**src/rtl/fetch_ctrl.sv**
```systemverilog
// Instruction-fetch sequencer: owns the PC and drives the instruction memory.
// It registers each fetched word into a valid/ready slot toward decode.
module fetch_ctrl #(
  parameter int unsigned WIDTH    = 32,
  parameter int unsigned DEPTH    = 32,
  parameter int unsigned RESET_PC = 0
) (
  input  logic             clk,
  input  logic             rst_n,
  output logic [WIDTH-1:0] imem_addr,
  input  logic [WIDTH-1:0] imem_instr,
  input  logic             stall,
  input  logic             redirect_valid,
  input  logic [WIDTH-1:0] redirect_pc,
  output logic             if_valid,
  input  logic             if_ready,
  output logic [WIDTH-1:0] if_instr,
  output logic [WIDTH-1:0] if_pc,
  output logic             fault,
  output logic [WIDTH-1:0] fault_pc,
  input  logic             fault_clear
);

  localparam logic [WIDTH-1:0] LAST_PC  = WIDTH'(4 * DEPTH - 4);
  localparam logic [WIDTH-1:0] BOOT_PC  = WIDTH'(RESET_PC);
  localparam logic [WIDTH-1:0] PC_STEP  = WIDTH'(4);

  typedef enum logic [1:0] {
    BOOT  = 2'd0,
    FETCH = 2'd1,
    FAULT = 2'd2
  } state_e;

  state_e           state_q, state_d;
  logic [WIDTH-1:0] pc_q, pc_d;
  logic             valid_q, valid_d;
  logic [WIDTH-1:0] instr_q, instr_d;
  logic [WIDTH-1:0] ipc_q, ipc_d;
  logic             fault_q, fault_d;
  logic [WIDTH-1:0] fpc_q, fpc_d;

  logic [WIDTH-1:0] pc_inc;
  logic             pc_carry;
  logic             inc_bad;
  logic             redir_bad;
  logic             slot_free;

  // Carry out of pc+4 counts as out of range rather than wrapping.
  assign {pc_carry, pc_inc} = {1'b0, pc_q} + {1'b0, PC_STEP};
  assign inc_bad   = pc_carry || (pc_inc > LAST_PC);
  assign redir_bad = (redirect_pc[1:0] != 2'b00) || (redirect_pc > LAST_PC);
  assign slot_free = !valid_q || if_ready;

  always_comb begin
    state_d = state_q;
    pc_d    = pc_q;
    valid_d = valid_q;
    instr_d = instr_q;
    ipc_d   = ipc_q;
    fault_d = fault_q;
    fpc_d   = fpc_q;
    unique case (state_q)
      BOOT: begin
        state_d = FETCH;
      end
      FETCH: begin
        if (redirect_valid) begin
          valid_d = 1'b0;
          if (redir_bad) begin
            state_d = FAULT;
            fault_d = 1'b1;
            fpc_d   = redirect_pc;
          end else begin
            pc_d = redirect_pc;
          end
        end else if (stall) begin
          valid_d = valid_q && !if_ready;
        end else if (slot_free) begin
          instr_d = imem_instr;
          ipc_d   = pc_q;
          valid_d = 1'b1;
          if (inc_bad) begin
            state_d = FAULT;
            fault_d = 1'b1;
            fpc_d   = pc_inc;
          end else begin
            pc_d = pc_inc;
          end
        end
      end
      FAULT: begin
        if (fault_clear) begin
          state_d = BOOT;
          pc_d    = BOOT_PC;
          fault_d = 1'b0;
          fpc_d   = '0;
          valid_d = 1'b0;
        end else if (if_ready) begin
          valid_d = 1'b0;
        end
      end
      default: begin
        state_d = BOOT;
      end
    endcase
  end

  always_ff @(posedge clk or negedge rst_n) begin
    if (!rst_n) begin
      state_q <= BOOT;
      pc_q    <= BOOT_PC;
      valid_q <= 1'b0;
      instr_q <= '0;
      ipc_q   <= '0;
      fault_q <= 1'b0;
      fpc_q   <= '0;
    end else begin
      state_q <= state_d;
      pc_q    <= pc_d;
      valid_q <= valid_d;
      instr_q <= instr_d;
      ipc_q   <= ipc_d;
      fault_q <= fault_d;
      fpc_q   <= fpc_d;
    end
  end

  assign imem_addr = pc_q;
  assign if_valid  = valid_q;
  assign if_instr  = instr_q;
  assign if_pc     = ipc_q;
  assign fault     = fault_q;
  assign fault_pc  = fpc_q;

endmodule

```
**config.mk**
```make
export PLATFORM = sky130hd
export DESIGN_NAME = fetch_ctrl
export DESIGN_NICKNAME = d
export VERILOG_FILES = /design/src/rtl/fetch_ctrl.sv
export SDC_FILE = /design/constraint.sdc
export NUM_CORES = 1
export LEC_CHECK = 0
export CAP_MARGIN = 20
export CORE_ASPECT_RATIO = 1.25
export CORE_MARGIN = 2
export CORE_UTILIZATION = 35
export DETAILED_ROUTE_END_ITERATION = 8
export HOLD_SLACK_MARGIN = 0.06
export SYNTH_ARGS = -nofsm -noshare
export SYNTH_HDL_FRONTEND = slang
export SYNTH_SLANG_ARGS = --single-unit
```
**constraint.sdc**
```tcl
create_clock -name clk -period 8.8 [get_ports clk]
set_input_delay 0.88 -clock clk [delete_from_list [all_inputs] [get_ports clk]]
set_output_delay 0.88 -clock clk [all_outputs]
set_load 0.02 [all_outputs]
```
; ---- Word level (Yosys, flattened, before mapping)
; Cells that the tools add are included.
[word_totals]
output_inout_bits = 130
inputBits = 70
regBits = 132
[op_classes]
magnitude_cmp = 2
muxes = 33
bitwise = 2
reduce_logical = 14
n_eq_ne = 11
add_sub_neg = 1
[op_table]
columns = operator, count
row1 = $mux W32, 11
row2 = $pmux W32 S2, 2
row3 = $gt A32 B7 Y1 const B, 2
row4 = $add A32 B3 Y33 const B, 1
row5 = $ne A3 B3 Y1 const B, 7
row6 = $mux W2, 6
row7 = $reduce_and A6 Y1, 2
row8 = $mux W1, 11
row9 = $pmux W2 S3, 1
row10 = $reduce_and A5 Y1, 1
row11 = $ne A4 B4 Y1 const B, 1
row12 = $pmux W1 S2, 2
row13 = $reduce_and A4 Y1, 1
row14 = $reduce_bool A2 Y1, 2
row15 = $logic_or A1 B1 Y1, 3
row16 = $reduce_and A3 Y1, 1
row17 = $eq A2 B1 Y1 const B, 1
row18 = $eq A2 B2 Y1 const B, 1
row19 = $logic_not A1 Y1, 2
row20 = $logic_not A2 Y1, 1
row21 = $ne A2 B2 Y1 const B, 1
row22 = $not A1 Y1, 2
row23 = $logic_and A1 B1 Y1, 1

; ---- Logic depth before layout (Yosys ltp)
[logic_depth]
word_depth = 8
depth_mapped = 10

; ---- Worst setup path before layout
; No wires, ideal clock.
[synth_path]
kind = register -> register
startpoint = reg pc_q[2], in the netlist imem_addr[2]
endpoint = reg pc_q[4], in the netlist imem_addr[4]
slack_ps = 5300
setup_ps = 127
path_buffers = 1
arrival_ps = 3372
synth_period_minus_slack_ps = 3500
path_stages_with_launch = 11
path_cell_list = dfrtp_1 > ha_1 > nand4_1 > or3_1 > o21ai_0 > nand4_1 > or4_1 > o31a_1 > a211oi_2 > buf_4 > mux2_1
[synth_between]
elab_chain_cells = 6
word_cells_on_any_way = 10
[synth_lines]
columns = item, line_no
row1 = "start, declared", 35  ; logic [WIDTH-1:0] pc_q, pc_d;
row2 = "start signal, assigned", 119  ; pc_q <= pc_d;
row3 = $add A32 B3 Y33 (*), 49  ; assign {pc_carry, pc_inc} = {1'b0, pc_q} + {1'b0, PC_STEP};
row4 = branches (longest 5 deep; another with $gt A32 B7 Y1), --
; Mark *: on every way between the ends. The select of a mux whose other input is x is not followed.
; A chain may end at the register's enable or synchronous reset.

; ---- Worst setup path in the final report
[layout_path]
startpoint = reg pc_q[8], in the netlist imem_addr[8]
endpoint = reg pc_q[3], in the netlist imem_addr[3]
[layout_between]
elab_chain_cells = 5
[layout_lines]
columns = item, line_no
row1 = $add A32 B3 Y33 (*), 49
row2 = $gt A32 B7 Y1, 50  ; assign inc_bad = pc_carry || (pc_inc > LAST_PC);
row3 = $logic_or A1 B1 Y1 (*), 50
row4 = $ne A3 B3 Y1 (no source line) (*), --
row5 = $reduce_and A6 Y1 (no source line) (*), --
; Mark *: on every way between the ends. The rest lies on a longest branch, timed or not.

==> flow_summary.yaml <==
detailed_routing:
  routedWlPerCell_um: 19.8
  drtIter0Drc: 374
  drt-vias-per-instance: 5.42
  drc: 0
  routed_wirelength_um: 20600
  vias: 5640
  drtAntennaViolNets: 0
  first_pass_iters: 5
timing:
  fin_setup_tns_ps: 0
  slew_headroom_pct: 34.3
  setup_viol: 0
  rsz0062_at_grt: "false"
  final_max_slew_viol_count: 0
  fin_skew_ps: 13.1
  setup_slack_ps: 4770
  fin_crit_ps: 4030
  hold_viol_final: 0
  clock.fmax_mhz: 248
  period_share_pct: 45.8
  worstMarginPinSlew_ps: 977
global_routing:
  grt_busiest_layer: "met2"
  grt_overflow: 0
  grt_usage_pct: 20.9
  grt_first_pass_wirelength_um: 32200
  use_met2_pct: 34.3
  grt_max_degree: 76
  antenna_found_initial: 0
  first_global_vias: 5744
  met1_usage_pct: 26.6
  use_met3_pct: 5.17
die:
  num_io_pins: 200
  core_area_mm2: 0.0182
  die_h_um: 157
  start_util_pct: 35.9
  fp.dieW_um: 126
  rows: 55
  die-area_mm2: 0.0198
yosys:
  synth-edff-count: 0
  async_reset_ff_share_pct: 100
  syn_area_per_cell_um2: 10.7
  ys_ff_latch: 132
  synth.distinct_cells: 55
  synth_area_leaders: "dfrtp_1, mux2_2, o2bb2ai_1"
  synth-seq-area-share_pct: 50.4
  synth_nets: 690
  synth.largest_area_cell: "dfrtp_1"
  syn_area_mm2: 0.00655
  yosys_warnings: 0
  ys.flop_type: "dfrtp_1"
  synth_top_area_share_pct: 50.4
  synth_cells: 615
clocking:
  clk_path_buf_depth: 2
  clk_latency_ps: 420
  htreeDepth: 4
  cts.reportedPaths.clkPinSlew_ps: 60
  numCtsBuffers: 17
  cts_tree: "done"
  postCtsSetupRepairBufs: 0
  clkSinkCount: 132
  hold_buffers: 0
  cts-root-buf: "clkbuf_16"
  cts_resized: 0
place:
  io_buffers: 199
  dpl.hpwl_um: 15100
  place_area_mm2: 0.00874
  gp_congestion: 0.881
  dp_worst_setup_slack_ps: 4750
layout:
  multi_input_area_mm2: 0.00304
  drive_gt1_share_pct: 14.6
  nets: 875
  fin_area_mm2: 0.00932
  num_antenna_cells: 0
  n_fill_cell: 1656
  area_growth_pct: 42.2
  seq_area_mm2: 0.00330
setup_path:
  reg2reg_depth: 9
  rrSetupSlack_ps: 4770
  reg2reg_from: "imem_addr[8]$_DFFE_PN0P_"
  crit_fanout: 31
  reg2reg_to: "imem_addr[3]$_DFFE_PN0P_"
  worstPathCellList: "nand3_2, nor4_1, nand3_1, mux2i_1, a211o_1, o31a_1, a211oi_4, buf_4, mux2_2"
  worstSetupEndpointType: "flip-flop"
  required_ps: 9100
  startpoint_type: "flip-flop"
  cp.arrival_ps: 4330
  slowest_delay_ps: 870
  worst-setup-path-type: "flip-flop to flip-flop"
  crit_path_top_delay_cell: "nor4_1"
min_path:
  hold_class: "primary input to asynchronous set/reset pin"
power:
  irDropWorstVdd_mv: 0.145
  p_total_mw: 2.81
  power_density_mw_per_mm2: 302
  p_leak_nw: 3.86
run_status:
  outcome: "complete, no violations"
flow_run:
  drv_cap: 0
## per-stage QoR
stage	cells	utilization (%)	hold slack, ps
2_1_floorplan	615	-	510
3_3_place_gp	1009	47.9	471
3_5_place_dp	1009	47.9	476
4_1_cts	1041	51.1	490
5_1_grt	1041	51.1	519
6_report	1041	51.1	487
## worst max-delay path, delay by kind of cell, from the launching register on
kind            cells  cell delay [ps]
flops               1              570
simple gates        3             1480
buf+inv             1              360
mux                 2              570
compound gates      3              930
## power breakdown
group / internal, mW / switching (mW) / leakage (nW) / total (mW)
clock: 0.419 / 0.282 / 0.284 / 0.701
combinational: 0.558 / 0.628 / 1.87 / 1.19
sequential: 0.788 / 0.136 / 1.71 / 0.924
## how the worst max path moves through the flow
stage / start / to / slack, ps / depth (start not counted)
after CTS: imem_addr[2]$_DFFE_PN0P_ / imem_addr[3]$_DFFE_PN0P_ / 4750 / 10
final: imem_addr[8]$_DFFE_PN0P_ / imem_addr[3]$_DFFE_PN0P_ / 4770 / 9
after detailed placement: imem_addr[2]$_DFFE_PN0P_ / imem_addr[3]$_DFFE_PN0P_ / 4750 / 10
after floorplan: imem_addr[2]$_DFFE_PN0P_ / imem_addr[4]$_DFFE_PN0P_ / 5300 / 10
after global placement: imem_addr[2]$_DFFE_PN0P_ / imem_addr[3]$_DFFE_PN0P_ / 4860 / 10
after global routing: imem_addr[2]$_DFFE_PN0P_ / imem_addr[3]$_DFFE_PN0P_ / 4470 / 10
## state kept, by name (all words and copies together) (netlist names)
name	flops
if_valid	1
fault	1
if_pc	32
state_q	2
imem_addr	32
fault_pc	32
if_instr	32
## cells in the mapped netlist, drive strengths merged, types with 2 or more instances
cell	n
a211o	2
a21boi	3
a21o	5
a21oi	19
a22oi	19
a31oi	2
a32oi	2
and2	7
and3	3
and4	4
buf	11
clkbuf	30
dfrtp	132
ha	5
inv	17
mux2	70
mux2i	5
nand2	48
nand2b	3
nand3	20
nand4	13
nand4b	2
nor2	29
nor2b	22
nor3	8
nor4	19
o2111ai	2
o211ai	4
o21ai	35
o2bb2ai	21
o311ai	2
o31ai	3
or3	6
or4	5
xnor2	13
xor2	12
## cell usage in the layout, fill, tap and decap left out, types with 18 or more instances in the layout
master           synthesis  routed
a21oi_1                 19      19
a22oi_1                 19      19
clkdlybuf4s50_1          0     197
dfrtp_1                132     132
mux2_2                  67      67
nand2_1                 48      48
nand3_1                 18      18
nor2_1                  29      29
nor2b_1                 22      22
o21ai_0                 32      32
o2bb2ai_1               21      21
## metal layers
layer  vias to the layer above  share of wire [%]
li1                       2619                  -
met1                      2800                 43
met2                       195                 50
met3                        26                5.6
met4                         0                2.1
met5                         -                  0
## layout make-up
cell class / count / share of cell area [%]
multi-input combinational: 425 / 32.6
clock inverter: 15 / 1.68
inverter: 17 / 0.685
timing repair buffer: 207 / 22.0
sequential: 132 / 35.4
clock buffer: 17 / 4.56
tap: 228 / 3.06
## cell families (layout without fill, tap and decap cells)
| kind of cell | Yosys count | in the layout | share of synthesized area (%) |
|---|---|---|---|
| XOR/XNOR | 25 | 25 | 3.34 |
| adder cells (fa/ha/maj) | 5 | 5 | 0.955 |
| AO/OA/AOI/OAI | 128 | 128 | 13.3 |
| flip-flops | 132 | 132 | 50.4 |
| AND/OR/NAND/NOR | 192 | 192 | 15.6 |
| multiplexers | 75 | 75 | 12.8 |
| buffers and inverters | 58 | 256 | 3.55 |
Power figures use the tool's default switching activity.
